File: config.mk
export PLATFORM = sky130hd
export DESIGN_NAME = uart_tx_serializer
export DESIGN_NICKNAME = d
export VERILOG_FILES = /design/src/rtl/uart_tx_serializer.sv
export SDC_FILE = /design/constraint.sdc
export NUM_CORES = 1
export LEC_CHECK = 0
export BUFFER_PORTS_ARGS = -buffer_cell sky130_fd_sc_hd__buf_2
export CAP_MARGIN = 10
export CORE_MARGIN = 10
export CORE_UTILIZATION = 23
export CTS_BUF_LIST = sky130_fd_sc_hd__clkbuf_2
export DETAILED_ROUTE_END_ITERATION = 8
export PLACE_DENSITY = 0.41
export SETUP_SLACK_MARGIN = 0.3
export SYNTH_ARGS = -nofsm -noshare
export SYNTH_HDL_FRONTEND = slang
export SYNTH_SLANG_ARGS = --single-unit
File: constraint.sdc
create_clock -name S_AXI_ACLK -period 2.7 [get_ports S_AXI_ACLK]
set_input_delay 0.405 -clock S_AXI_ACLK [delete_from_list [all_inputs] [get_ports S_AXI_ACLK]]
set_output_delay 0.405 -clock S_AXI_ACLK [all_outputs]
set_load 0.1 [all_outputs]
File: src/rtl/uart_tx_serializer.sv
// UART transmitter: edge-triggered byte request, 1-deep pending slot, optional parity, 1/2 stop bits.
// Line goes low one clock after an accepted edge; a byte arriving mid-frame waits in the pending slot.
`timescale 1ns/1ps
`ifndef UART_DATA_WIDTH
`define UART_DATA_WIDTH 8
`endif

module uart_tx_serializer #(
  parameter int P_CLKS_PER_BIT = 868,
  parameter int P_PARITY_EN    = 0,
  parameter int P_PARITY_ODD   = 0,
  parameter int P_STOP_BITS    = 1
) (
  input  logic                        S_AXI_ACLK,
  input  logic                        S_AXI_ARESETN,
  input  logic                        i_user_tx_valid,
  input  logic [`UART_DATA_WIDTH-1:0] i_user_tx_data,
  output logic                        o_user_tx_ready,
  output logic                        o_uart_tx,
  output logic                        o_tx_busy
);

  localparam int DW = `UART_DATA_WIDTH;
  localparam int CW = (P_CLKS_PER_BIT > 1) ? $clog2(P_CLKS_PER_BIT) : 1;
  localparam int IW = (DW > 1) ? $clog2(DW) : 1;
  localparam logic [CW-1:0] BAUD_LAST = CW'(P_CLKS_PER_BIT - 1);
  localparam logic [IW-1:0] IDX_LAST  = IW'(DW - 1);
  localparam logic STOP_LAST = (P_STOP_BITS == 2);
  localparam logic PAR_ODD   = (P_PARITY_ODD != 0);

  typedef enum logic [2:0] {IDLE, START, DATA, PARITY, STOP} state_t;

  state_t          state_q, state_d;
  logic [CW-1:0]   baud_q, baud_d;
  logic [IW-1:0]   idx_q, idx_d;
  logic            stop_q, stop_d;
  logic [DW-1:0]   frame_dat_q, frame_dat_d;
  logic [DW-1:0]   hold_dat_q, hold_dat_d;
  logic            pend_q, pend_d;
  logic            tx_q, tx_d;
  logic            valid_q;
  logic            rise;
  logic            bit_end;
  logic            frame_done;

  assign rise    = i_user_tx_valid & ~valid_q;
  assign bit_end = (baud_q == BAUD_LAST);

  always_comb begin
    state_d     = state_q;
    baud_d      = baud_q;
    idx_d       = idx_q;
    stop_d      = stop_q;
    frame_dat_d = frame_dat_q;
    hold_dat_d  = hold_dat_q;
    pend_d      = pend_q;
    frame_done  = 1'b0;

    if (state_q != IDLE) begin
      baud_d = bit_end ? '0 : baud_q + CW'(1);
    end

    case (state_q)
      IDLE: begin
        if (rise) begin
          state_d     = START;
          frame_dat_d = i_user_tx_data;
          baud_d      = '0;
        end
      end
      START: begin
        if (bit_end) begin
          state_d = DATA;
          idx_d   = '0;
        end
      end
      DATA: begin
        if (bit_end) begin
          stop_d = 1'b0;
          if (idx_q == IDX_LAST) begin
            state_d = (P_PARITY_EN != 0) ? PARITY : STOP;
            idx_d   = '0;
          end else begin
            idx_d = idx_q + IW'(1);
          end
        end
      end
      PARITY: begin
        if (bit_end) begin
          state_d = STOP;
          stop_d  = 1'b0;
        end
      end
      STOP: begin
        if (bit_end) begin
          if (stop_q == STOP_LAST) frame_done = 1'b1;
          else                     stop_d     = 1'b1;
        end
      end
      default: state_d = IDLE;
    endcase

    // An edge landing on the completion clock outranks the held byte, like a last write.
    if (frame_done) begin
      stop_d = 1'b0;
      idx_d  = '0;
      if (pend_q || rise) begin
        state_d     = START;
        frame_dat_d = rise ? i_user_tx_data : hold_dat_q;
        pend_d      = 1'b0;
      end else begin
        state_d = IDLE;
      end
    end else if (rise && (state_q != IDLE)) begin
      pend_d     = 1'b1;
      hold_dat_d = i_user_tx_data;
    end
  end

  // Line value is decoded from the next state so it changes exactly on the bit boundary.
  always_comb begin
    tx_d = 1'b1;
    case (state_d)
      START:   tx_d = 1'b0;
      DATA:    tx_d = frame_dat_d[idx_d];
      PARITY:  tx_d = (^frame_dat_d) ^ PAR_ODD;
      default: tx_d = 1'b1;
    endcase
  end

  always_ff @(posedge S_AXI_ACLK) begin
    if (!S_AXI_ARESETN) begin
      state_q     <= IDLE;
      baud_q      <= '0;
      idx_q       <= '0;
      stop_q      <= 1'b0;
      frame_dat_q <= '0;
      hold_dat_q  <= '0;
      pend_q      <= 1'b0;
      tx_q        <= 1'b1;
      valid_q     <= 1'b0;
    end else begin
      state_q     <= state_d;
      baud_q      <= baud_d;
      idx_q       <= idx_d;
      stop_q      <= stop_d;
      frame_dat_q <= frame_dat_d;
      hold_dat_q  <= hold_dat_d;
      pend_q      <= pend_d;
      tx_q        <= tx_d;
      valid_q     <= i_user_tx_valid;
    end
  end

  assign o_uart_tx       = tx_q;
  assign o_user_tx_ready = (state_q == IDLE) & ~pend_q;
  assign o_tx_busy       = (state_q != IDLE) | pend_q;

endmodule

==> summary.md <==
| Metric | Value |
|---|---|
| Final wirelength | `around 4.3 mm` |
| Initial antenna violation count | `1` |
| Layout Cells excl Fill | `between 300 and 400` |
| Post-DP HPWL | `3.02 mm` |
| CP Class | `reg2reg` |
| # IOs | `14` |
| Critical-path maximum fanout | `8` |
| Register-to-Register Path Depth | `10` |
| Post-synthesis register bit count | `35` |
| Routing usage on met3 | `0.0176` |
| Cell Rows | `32` |
| GRT Total Usage | `0.0756` |
| Hold buffer count at cts | `0` |
| Core area | `7810 um^2` |
| Hold EP | `hold_dat_q[7]` |
| DRT antenna net count | `0` |
| Die area | `between 10000 and 15000 um^2` |
| Vias | `approximately 1500` |
| Hold Path Class | `in2reg` |
| FF/Latch Area | `~710 um^2` |
| Number of hold violations in the final report | `0` |
| Clk_lat worst skew | `0.39 ns` |
| Global-route wire length before repair | `roughly 7.4 mm` |
| DRC violations left | `0` |
| Max VDD drop | `258 uV` |
| Ys Warns | `0` |
| Fmax | `roughly 0.44 GHz` |
| CP arrival | `between 2 and 3 ns` |
| Syn_area_per_cell | `9.20 um^2` |
| GRT Residual Overflow | `0` |
| Top cell type's share of synthesized area | `0.377` |
| Leakage power | `0.865 nW` |
| Met2 Use GR | `0.110` |
| Sequential share of the synthesized area | `0.377` |
| Pre-antenna DRT Iters | `4` |
| Root Driver | `clkbuf_2` |
| Synthesized Nets | `roughly 220` |
| Distinct cells, synth | `39` |
| Crit path launch type | `register` |
| Tot Pwr | `1.09 mW` |
| Commonest non-fill, non-tap cells in the layout | `dfxtp_1, nor2b_1, and2_1` |
| Endpoints failing setup | `0` |
| GP Congestion | `0.756` |
| Setup_tns | `0 ns` |
| PortBufs | `13` |
| Num CTS Buffers | `5` |
| Hold_sp | `i_user_tx_data[7]` |
| Commonest non-fill, non-tap cell in the layout | `dfxtp_1` |
| Chip width | `between 100 and 150 um` |
| Initial DRC count | `94` |
| Grt peak-use layer | `met2` |
| Synth area leaders | `dfxtp_1, mux2i_1, nor2b_1` |
| Vias per inst | `4.69` |
| Clock transition at path regs | `0.21 ns` |
| Final min period | `2.27 ns` |
| Fraction of layout cells with a size suffix above 1 | `0.253` |
| Reg2reg start | `baud_q[1]` |
| CP Data Required Time | `around 3 ns` |
| CP endpoint kind | `register` |
| Footprint of the multi-input gates | `roughly 1300 um^2` |
| Status | `finished, final reports clean` |
| Reg2reg setup slack | `about 0.43 ns` |
| Largest net degree at the start of global routing | `23` |
| RSZ-0062 raised after global routing | `yes` |
| Mapped Area | `between 1500 and 2000 um^2` |
| Starting Density | `0.238` |
| CTS sink cnt | `35` |
| Worst R2R End | `o_uart_tx` |
| Cell count after synthesis | `~200` |
| Synth area leader | `dfxtp_1` |
| Max_cap viols | `0` |
| Met1 usage | `0.103` |
| Number of nets in the layout | `about 230` |
| Power Dens Cells | `roughly 480 nW/um^2` |
| Fin. max-slew vios | `0` |
| Vias in the first global route | `~1400` |
| Filler Cell Count | `822` |
| WHS Path Cells | `3` |
| Clock buffer depth | `2` |
| Worst-margin pin slew | `between 0.5 and 0.6 ns` |
| Wirelength per Cell | `13.3 um` |
| Placed Cells | `312` |
| Clock Skews | `~0.014 ns` |
| TritonCTS clock tree | `done` |
| Height of the die | `110 um` |
| CTS HTree Levels | `2` |
| Min Hold Slack | `0.255 ns` |
| Slew margin rel. | `0.624` |
| Final period utilization | `0.840` |
| Area Growth Syn to Fin | `22.6%` |
cell usage after synthesis:
library cell,instances
a22o_1,1
and4b_1,1
mux2i_1,12
o221a_2,9
xnor2_1,8
a32oi_1,1
nor2b_1,17
nand3b_1,8
inv_1,3
o211a_1,1
buf_6,2
nor2_1,8
and3_1,4
ha_1,3
a21oi_1,10
o31ai_2,1
a31o_2,1
o2111a_1,1
nand4_1,4
clkbuf_1,5
nor3_2,1
mux2i_2,1
o21ai_0,9
nor3_1,5
o21a_1,1
and2_1,14
dfxtp_1,35
or3_4,1
buf_2,1
a31oi_1,2
nor4_1,2
nor3b_1,4
nand3_1,9
nand2_1,9
o22ai_4,1
nand2b_1,3
and4_1,1
a22oi_1,2
o21bai_1,1
power breakdown:
group	switching, mW	internal (mW)
registers	0.0143	0.537
logic	0.148	0.132
clock network	0.199	0.0614
total	0.361	0.731
per-layer routing:
layer,part of all wire,vias to the layer above
met5,0,-
met4,0.019,0
met3,0.022,6
met2,0.44,16
met1,0.52,715
li1,-,781
per-stage QoR:
stage	util	worst slack, ns	instance area [um^2]
floorplan	-	0.526	1860
global placement	0.260	0.150	2030
detailed placement	0.260	0.139	2030
CTS	0.268	0.282	2090
global route	0.292	0.243	2280
finish	0.292	0.432	2280
flip-flops by register name (all words and copies together), names as in the netlist:
name and cells:
pend_q 1, valid_q 1, frame_dat_q 8, state_q 3, baud_q 10, o_uart_tx 1, hold_dat_q 8, idx_q 3
critical path, cell delays in order (launching register included):
cell,delay (ns)
dfxtp_4,0.41
ha_4,0.14
and4b_2,0.25
and3_4,0.20
nand4_1,0.09
buf_6,0.17
o221a_4,0.28
xnor2_2,0.14
xnor2_1,0.20
xnor2_1,0.10
o31ai_2,0.22
layout make-up:
class | count | area share
Inverter | 3 | 0.00659
Multi-Input combinational cell | 156 | 0.551
Clock inverter | 3 | 0.00879
Sequential cell | 35 | 0.310
Clock buffer | 5 | 0.0110
Antenna cell | 1 | 0.00110
Tap cell | 102 | 0.0560
Timing Repair Buffer | 19 | 0.0555
worst max path at each step:
stage,start,endpoint,slack (ns),cells after the start
after floorplan,state_q[0],o_user_tx_ready,0.53,4
after global placement,baud_q[0],o_uart_tx,0.15,9
after detailed placement,baud_q[0],o_uart_tx,0.14,9
after CTS,baud_q[0],o_uart_tx,0.28,9
after global routing,baud_q[1],o_uart_tx,0.24,10
final,baud_q[1],o_uart_tx,0.43,10
kinds of logic after synthesis:
kind of cell    after synthesis  share of synthesized area
simple gates                 91                      0.290
compound gates               41                      0.172
flops                        35                      0.377
mux                          13                     0.0721
buf+inv                      11                     0.0310
xor+xnor                      8                     0.0377
fa+ha+maj                     3                     0.0202
repair_timing:
action / CTS / global route
resized for setup: 1 / 24
setup buffers: 1 / 2
setup endpoints to repair: 2 / 1
endpoints found under the hold margin: 0 / 0
pin swaps: 1 / 8
(Power assumes the default switching activity.)
